[config.mk]
export PLATFORM = sky130hd
export DESIGN_NAME = decimal_countdown_timer
export DESIGN_NICKNAME = d
export VERILOG_FILES = /design/src/rtl/decimal_countdown_timer.sv
export SDC_FILE = /design/constraint.sdc
export NUM_CORES = 1
export LEC_CHECK = 0
export CAP_MARGIN = 10
export CORE_MARGIN = 4
export CORE_UTILIZATION = 59
export DETAILED_ROUTE_END_ITERATION = 8
export GPL_ROUTABILITY_DRIVEN = 0
export PLACE_DENSITY = 0.94
export SYNTH_ARGS = -nofsm -noshare
export SYNTH_HDL_FRONTEND = slang
export SYNTH_SLANG_ARGS = --single-unit
[constraint.sdc]
create_clock -name iClk -period 3.4 [get_ports iClk]
set_input_delay 0.51 -clock iClk [delete_from_list [all_inputs] [get_ports iClk]]
set_output_delay 0.51 -clock iClk [all_outputs]
set_load 0.02 [all_outputs]
[src/rtl/decimal_countdown_timer.sv]
// Four-digit BCD countdown timer with load/start/pause control and a prescaled tick.
// The count is clamped to valid BCD on load and stops at 0000 with a sticky done flag.
module decimal_countdown_timer #(
    parameter int unsigned TICK_DIV = 50000000
) (
    input  logic        iClk,
    input  logic        iRst,
    input  logic        iLoad,
    input  logic [15:0] iPreset,
    input  logic        iStart,
    input  logic        iPause,
    output logic [15:0] oDigit,
    output logic        oRunning,
    output logic        oDone,
    output logic        oDonePulse
);

    localparam int unsigned PW = (TICK_DIV > 1) ? $clog2(TICK_DIV) : 1;
    localparam logic [PW-1:0] PRESC_LAST = PW'(TICK_DIV - 1);

    typedef enum logic [1:0] {
        ST_IDLE  = 2'd0,
        ST_RUN   = 2'd1,
        ST_PAUSE = 2'd2,
        ST_DONE  = 2'd3
    } state_t;

    state_t          state_q, state_d;
    logic [PW-1:0]   presc_q, presc_d;
    logic [15:0]     digit_q, digit_d;
    logic            pulse_q, pulse_d;
    logic            tick;

    function automatic logic [15:0] clamp_bcd(input logic [15:0] v);
        logic [15:0] r;
        logic [3:0]  n;
        r = 16'h0000;
        for (int i = 0; i < 4; i++) begin
            n = v[i*4 +: 4];
            r[i*4 +: 4] = (n > 4'd9) ? 4'd9 : n;
        end
        return r;
    endfunction

    // Ripple borrow from the least significant digit upward.
    function automatic logic [15:0] bcd_dec(input logic [15:0] v);
        logic [15:0] r;
        logic [3:0]  n;
        logic        borrow;
        r      = v;
        borrow = 1'b1;
        for (int i = 0; i < 4; i++) begin
            n = v[i*4 +: 4];
            if (borrow) begin
                if (n == 4'd0) begin
                    r[i*4 +: 4] = 4'd9;
                end else begin
                    r[i*4 +: 4] = n - 4'd1;
                    borrow      = 1'b0;
                end
            end
        end
        return r;
    endfunction

    assign tick = (state_q == ST_RUN) && (presc_q == PRESC_LAST);

    always_ff @(posedge iClk or negedge iRst) begin
        if (!iRst) begin
            state_q <= ST_IDLE;
            presc_q <= '0;
            digit_q <= 16'h0000;
            pulse_q <= 1'b0;
        end else begin
            state_q <= state_d;
            presc_q <= presc_d;
            digit_q <= digit_d;
            pulse_q <= pulse_d;
        end
    end

    // Next state; load overrides everything, pause is only honoured in RUN.
    always_comb begin
        state_d = state_q;
        if (iLoad) begin
            state_d = ST_IDLE;
        end else begin
            unique case (state_q)
                ST_IDLE:  if (iStart && (digit_q != 16'h0000)) state_d = ST_RUN;
                ST_RUN: begin
                    if (iPause)                                  state_d = ST_PAUSE;
                    else if (tick && (digit_q == 16'h0001))      state_d = ST_DONE;
                end
                ST_PAUSE: if (iStart) state_d = ST_RUN;
                ST_DONE:  state_d = ST_DONE;
                default:  state_d = ST_IDLE;
            endcase
        end
    end

    // Datapath next values: prescaler, count and completion pulse.
    always_comb begin
        presc_d = presc_q;
        digit_d = digit_q;
        pulse_d = 1'b0;
        if (iLoad) begin
            digit_d = clamp_bcd(iPreset);
            presc_d = '0;
        end else if ((state_q == ST_IDLE) && iStart && (digit_q != 16'h0000)) begin
            presc_d = '0;
        end else if ((state_q == ST_RUN) && !iPause) begin
            if (tick) begin
                presc_d = '0;
                digit_d = bcd_dec(digit_q);
                pulse_d = (digit_q == 16'h0001);
            end else begin
                presc_d = presc_q + PW'(1);
            end
        end
    end

    always_comb begin
        oDigit     = digit_q;
        oRunning   = (state_q == ST_RUN);
        oDone      = (state_q == ST_DONE);
        oDonePulse = pulse_q;
    end

endmodule
==> results of run 1 <==
-- layer usage --
metal	up-vias	wire, um
met4	0	116
met1	1268	3060
li1	1289	-
met5	-	0
met3	11	407
met2	107	3310
-- Yosys cell counts (2+ instances only) --
library cell and instances:
buf_2 4, and3_1 6, nor2b_1 6, o31ai_1 6, nor3_1 11, clkbuf_1 11, nand4b_1 2, a211oi_1 2
nand4_1 8, nor4b_1 3, o21ai_0 16, nor4_2 2, a31oi_1 2, nor2_1 20, nor4_1 12, inv_1 5
o211ai_1 2, dfrtp_1 45, and2_1 2, and4_1 3, a311oi_1 2, a21oi_1 28, mux2i_1 7, nand2b_1 3
or4_4 2, and4b_1 3, xor2_1 2, or2_2 7, o21ai_1 6, nand2_1 26, o21a_1 4, or3_1 11
nand3b_1 2, nand3_1 19, xnor2_1 7, or4_1 7
-- worst paths after layout --
path                                to  slack, ps         from  depth (start not counted)
min reg2reg                presc_q[18]        550  presc_q[18]                          1
min                        presc_q[22]        380         iRst                          1
max reg2reg                 presc_q[8]        660    oDigit[0]                          5
min in group iClk          presc_q[18]        550  presc_q[18]                          1
max in group asynchronous  presc_q[19]       2410         iRst                          1
max                         presc_q[8]        660    oDigit[0]                          5
-- worst max-delay path, stage by stage, from the launching register on --
cell and delay, ps:
dfrtp_1 440, or4_1 700, or4_4 570, o22a_1 410, or3_1 420, o21ai_1 120
-- where the power goes --
part	internal [uW]	switching, uW	leakage (uW)
registers	553	29.1	0.000598
clock network	146	174	0.0000395
logic	92.5	108	0.000551
total	792	311	0.00119
-- flip-flops by register name, summed over array words and instances (netlist names) --
register / count
oDigit: 16
state_q: 2
presc_q: 26
oDonePulse: 1
-- metrics by stage --
step | util, % | setup slack [ps] | std cells | instance area, sq um
5_1_grt | 73.8 | 570 | 411 | 3300
3_3_place_gp | 72.0 | 568 | 403 | 3220
4_1_cts | 73.8 | 679 | 411 | 3300
2_1_floorplan | - | 946 | 324 | 2820
6_report | 73.8 | 661 | 411 | 3300
3_5_place_dp | 72.0 | 531 | 403 | 3220
-- cells in the final DEF (no fill, tap or decap), types with 7 or more instances in the layout --
cell type / Yosys / final
nand2_1: 26 / 26
a21oi_1: 28 / 28
or3_1: 11 / 11
nand4_1: 8 / 8
clkdlybuf4s50_1: 0 / 38
or2_2: 7 / 7
nor3_1: 11 / 11
nor4_1: 12 / 12
o21ai_0: 16 / 16
or4_1: 7 / 7
mux2i_1: 7 / 7
xnor2_1: 7 / 7
dfrtp_1: 45 / 45
nor2_1: 20 / 20
nand3_1: 19 / 19
-- kinds of logic (layout without fill, tap and decap cells) --
group                      after synthesis  count (layout)  share of synthesized area [%]
AOI/OAI and AO/OA                       79              79                           17.2
xor gates and xnor gates                 9               9                           2.80
adders and majority gates                1               1                          0.444
buffers and inverters                   23              58                           3.64
DFF                                     45              45                           40.0
muxes                                    7               7                           2.49
and+or+nand+nor                        160             160                           33.4
-- layout make-up --
| type | instances | area share, % |
|---|---|---|
| inverter | 6 | 0.682 |
| clock buffer | 8 | 2.42 |
| tap | 52 | 1.97 |
| timing repair buffer | 44 | 12.8 |
| multi-input combinational | 256 | 48.0 |
| sequential | 45 | 34.1 |
==> run_results.csv, run 1 <==
group,metric,value,unit
pwr,power.leakage,0.00119,uW
route,vias,2675,
grt,grtUsageMet2,39.2,%
yosys,synth_top_cells_by_area,"dfrtp_1 40%, a21oi_1 5.0%, nand2_1 3.5%",
grt,grt_util_met3,5.27,%
timing,clock.fmax,0.365,GHz
yosys,async_flop_share,100,%
yosys,yosys_warnings,0,
critical_path,critPathKind,"flip-flop to flip-flop",
die,fp.dieArea,0.00594,sq mm
finish,nets,380,
yosys,seq_area_frac_synth,40.0,%
timing,period_share,80.6,%
clock_tree,insertion_delay,300,ps
finish,seqCellArea,0.00113,sq mm
outcome,outcome,"completed",
route,drtIter0Drc,237,
finish,fillers,310,
timing,skew,2.64,ps
timing,grt_setup_unrepaired,"no",
clock_tree,cts_resized,0,
grt,grt-ovfl-total,0,
timing,hold_slack,375,ps
finish,drive_gt1_share,6.96,%
clock_tree,cts_setup_buffers,0,
route,viasPerCell,6.51,
clock_tree,htreeDepth,2,
grt,grt_pass1_wl,11.8,mm
die,die_x,77.1,um
finish,syn2layout_area_growth,17.3,%
timing,finalHoldViolCount,0,
die,dieHeight,77.1,um
place,hpwlAfterDp,5.00,mm
route,wire_per_inst,16.8,um
clock_tree,numClockSinks,45,
yosys,syn_area,0.00282,sq mm
clock_tree,cts_buffers,5,
yosys,yosys_register_bits,45,
pwr,ir_drop,0.000198,V
yosys,syn_inst,324,
route,dr.pass1.iters,5,
grt,grt_max_degree,46,
hold_path,hp-class,"primary input to async pin",
die,start_util,62.9,%
place,port_buffers,39,
timing,slew_headroom,33.3,%
route,ant_nets,0,
yosys,synth.top_cell.area_share,40.0,%
grt,grt_util_all_layers,24.5,%
critical_path,crit_fanout,13,
flow_run,cap_violations,0,
timing,worst_slew_pin_slew,1000,ps
route,routed_wl,6.89,mm
yosys,synthFlopType,"dfrtp_1",
critical_path,end_kind,"flip-flop",
clock_tree,holdBufCountCts,0,
clock_tree,tritoncts,"yes",
clock_tree,cts.clk_slew.worst_paths,80,ps
pwr,p_per_area,334,mW/mm^2
clock_tree,cts_buffer_depth,2,
grt,antenna_found_initial,0,
timing,fin_tns_setup,0,ps
yosys,synth-edff-count,0,
grt,grt_pass1_vias,2468,
die,num_rows,24,
critical_path,cp-start-kind,"flip-flop",
finish,multi_input_area,0.00159,sq mm
route,drc,0,
finish,antennaDiodeCount,0,
grt,grt-busiest-layer,"met2",
die,fp.coreArea,0.00447,sq mm
yosys,syn-num-nets,346,
pwr,total_power,1100,uW
timing,slew_violations,0,
timing,period_minus_slack,2740,ps
grt,grtUsageMet1,33.5,%
critical_path,cp.required,3630,ps
critical_path,crit_arrival,2970,ps
clock_tree,root_buffer,"clkbuf_8",
yosys,avgSynthCellArea,8.69,sq um
timing,finalSetupViolCount,0,
yosys,yosysUniqueCellTypes,56,
yosys,yosysTopAreaCell,"dfrtp_1",
die,ioPinCount,40,
Power figures use the tool's default switching activity.
==> run 2, diff against run 1 <==
- CORE_UTILIZATION: 59 -> 55
- PLACE_DENSITY: 0.94 -> 0.89
- clock period: 3.4 -> 2.6 ns (I/O delays scaled with it)
==> run 2 against run 1 <==
Clock-buffer cell count down 1. Die area up 6.5%. Register-to-register slack worse by 530 ps. Critical path type unchanged. Critical endpoint is now oDigit[14].
==> run_results.csv, run 2 (synthesized netlist as in run 1, its figures left out) <==
group,metric,value,unit
outcome,outcome,"completed",
finish,layout_common_cells,"45 x dfrtp_1, 38 x clkdlybuf4s50_1, 28 x a21oi_1",
die,fp.dieArea,0.00633,sq mm
timing,slew_headroom,32.6,%
route,ant_nets,0,
finish,fin_area,0.00342,sq mm
timing,skew,10.3,ps
finish,largest-register,"presc_q",
clock_tree,cts_setup_buffers,0,
route,dr.pass1.iters,5,
route,drtIter0Drc,221,
route,drc,0,
die,ioPinCount,40,
finish,multi_input_area,0.00160,sq mm
place,hpwlAfterDp,5.27,mm
critical_path,cp.required,2790,ps
hold_path,hp-class,"primary input to async pin",
die,dieHeight,79.5,um
pwr,seqPwrFrac,49.9,%
critical_path,end_kind,"flip-flop",
clock_tree,htreeDepth,2,
die,fp.coreArea,0.00485,sq mm
pwr,internal_power,1090,uW
timing,period_share,95.0,%
clock_tree,cts_buffers,5,
finish,nets,389,
die,num_rows,25,
grt,antenna_found_initial,0,
timing,worst_slew_pin_slew,1010,ps
finish,syn2layout_area_growth,21.5,%
critical_path,crit_arrival,2660,ps
flow_run,cap_violations,0,
finish,fillers,392,
pwr,power.share.clock,31.9,%
timing,fin_tns_setup,0,ps
route,vias,2794,
clock_tree,holdBufCountCts,0,
pwr,p_per_area,445,mW/mm^2
grt,grt-ovfl-total,0,
route,routed_wl,7.26,mm
pwr,power.leakage,0.00125,uW
die,die_x,79.5,um
place,port_buffers,39,
timing,hold_slack,248,ps
route,viasPerCell,6.42,
clock_tree,numClockSinks,45,
timing,grt_setup_unrepaired,"no",
critical_path,crit_fanout,11,
clock_tree,cts_resized,0,
clock_tree,cts_buffer_depth,2,
pwr,ir_drop,0.000257,V
critical_path,cp-start-kind,"flip-flop",
finish,antennaDiodeCount,0,
timing,clock.fmax,0.405,GHz
clock_tree,root_buffer,"clkbuf_8",
die,start_util,58.1,%
grt,grt_util_all_layers,23.8,%
timing,period_minus_slack,2470,ps
pwr,comb_power_share,18.2,%
finish,drive_gt1_share,10.6,%
timing,finalHoldViolCount,0,
finish,seqCellArea,0.00113,sq mm
clock_tree,insertion_delay,310,ps
pwr,switchingPower,427,uW
finish,final_common_cell,"dfrtp_1",
clock_tree,cts.clk_slew.worst_paths,90,ps
place,dpl_cell_area,0.00331,sq mm
finish,largest_register_ffs,26,
critical_path,critPathKind,"flip-flop to flip-flop",
grt,grt_max_degree,46,
route,wire_per_inst,16.7,um
timing,slew_violations,0,
pwr,p_sw_share,28.1,%
clock_tree,tritoncts,"yes",
grt,grt_pass1_wl,12.0,mm
grt,grt_pass1_vias,2591,
timing,finalSetupViolCount,0,
-- run 2: cell count changes in the layout (fill, tap and decap cells not counted), sizes merged --
cell and delta:
buf +9, clkbuf -1, clkinv +1
-- run 2: metrics by stage --
| stage | power, uW | setup WS [ps] | util (%) | instances |
|---|---|---|---|---|
| after floorplan | 908 | 146 | - | 324 |
| after global placement | 1040 | 86.7 | 68.3 | 427 |
| after detailed placement | 1050 | 60.5 | 68.3 | 427 |
| after CTS | 1520 | 56.7 | 70.3 | 435 |
| after global routing | 1590 | 8.57 | 70.5 | 435 |
| final | 1520 | 129 | 70.5 | 435 |
-- run 2: cell type report --
| cell class | count | area share (%) |
|---|---|---|
| Clock inverter | 1 | 0.146 |
| Multi-Input combinational cell | 256 | 46.7 |
| Clock buffer | 7 | 2.82 |
| Sequential cell | 45 | 32.9 |
| Tap cell | 67 | 2.45 |
| Inverter | 6 | 0.659 |
| Timing Repair Buffer | 53 | 14.3 |
-- run 2: power by group through the flow --
| stage | clock network [uW] | logic (uW) | registers, uW |
|---|---|---|---|
| after global routing | 519 | 302 | 765 |
| after floorplan | 0 | 115 | 793 |
| after global placement | 0 | 270 | 771 |
| after CTS | 486 | 278 | 758 |
| after detailed placement | 0 | 277 | 772 |
| final | 485 | 278 | 760 |
-- run 2: worst paths after layout --
check	from	to	slack, ps	cells after the start
setup / recovery	oDigit[5]	oDigit[14]	130	5
hold / removal	iRst	presc_q[21]	250	1
setup reg to reg	oDigit[5]	oDigit[14]	130	5
hold reg to reg	presc_q[18]	presc_q[18]	550	1
max in group asynchronous	iRst	presc_q[16]	1720	1
min in group iClk	presc_q[18]	presc_q[18]	550	1
-- run 2: layer usage --
metal	global-route usage (%)	part of all wire (%)	vias up
li1	-	-	1307
met1	30.7	43	1347
met2	38.2	49	119
met3	5.76	5.8	21
met4	9.28	2.3	0
met5	0	0	-
-- run 2: worst max-delay path, stage by stage (launching register included) --
cell and delay, ps:
dfrtp_1 430, or4_1 600, or4_4 620, nor4_1 400
mux2i_1 240, o21ai_1 70
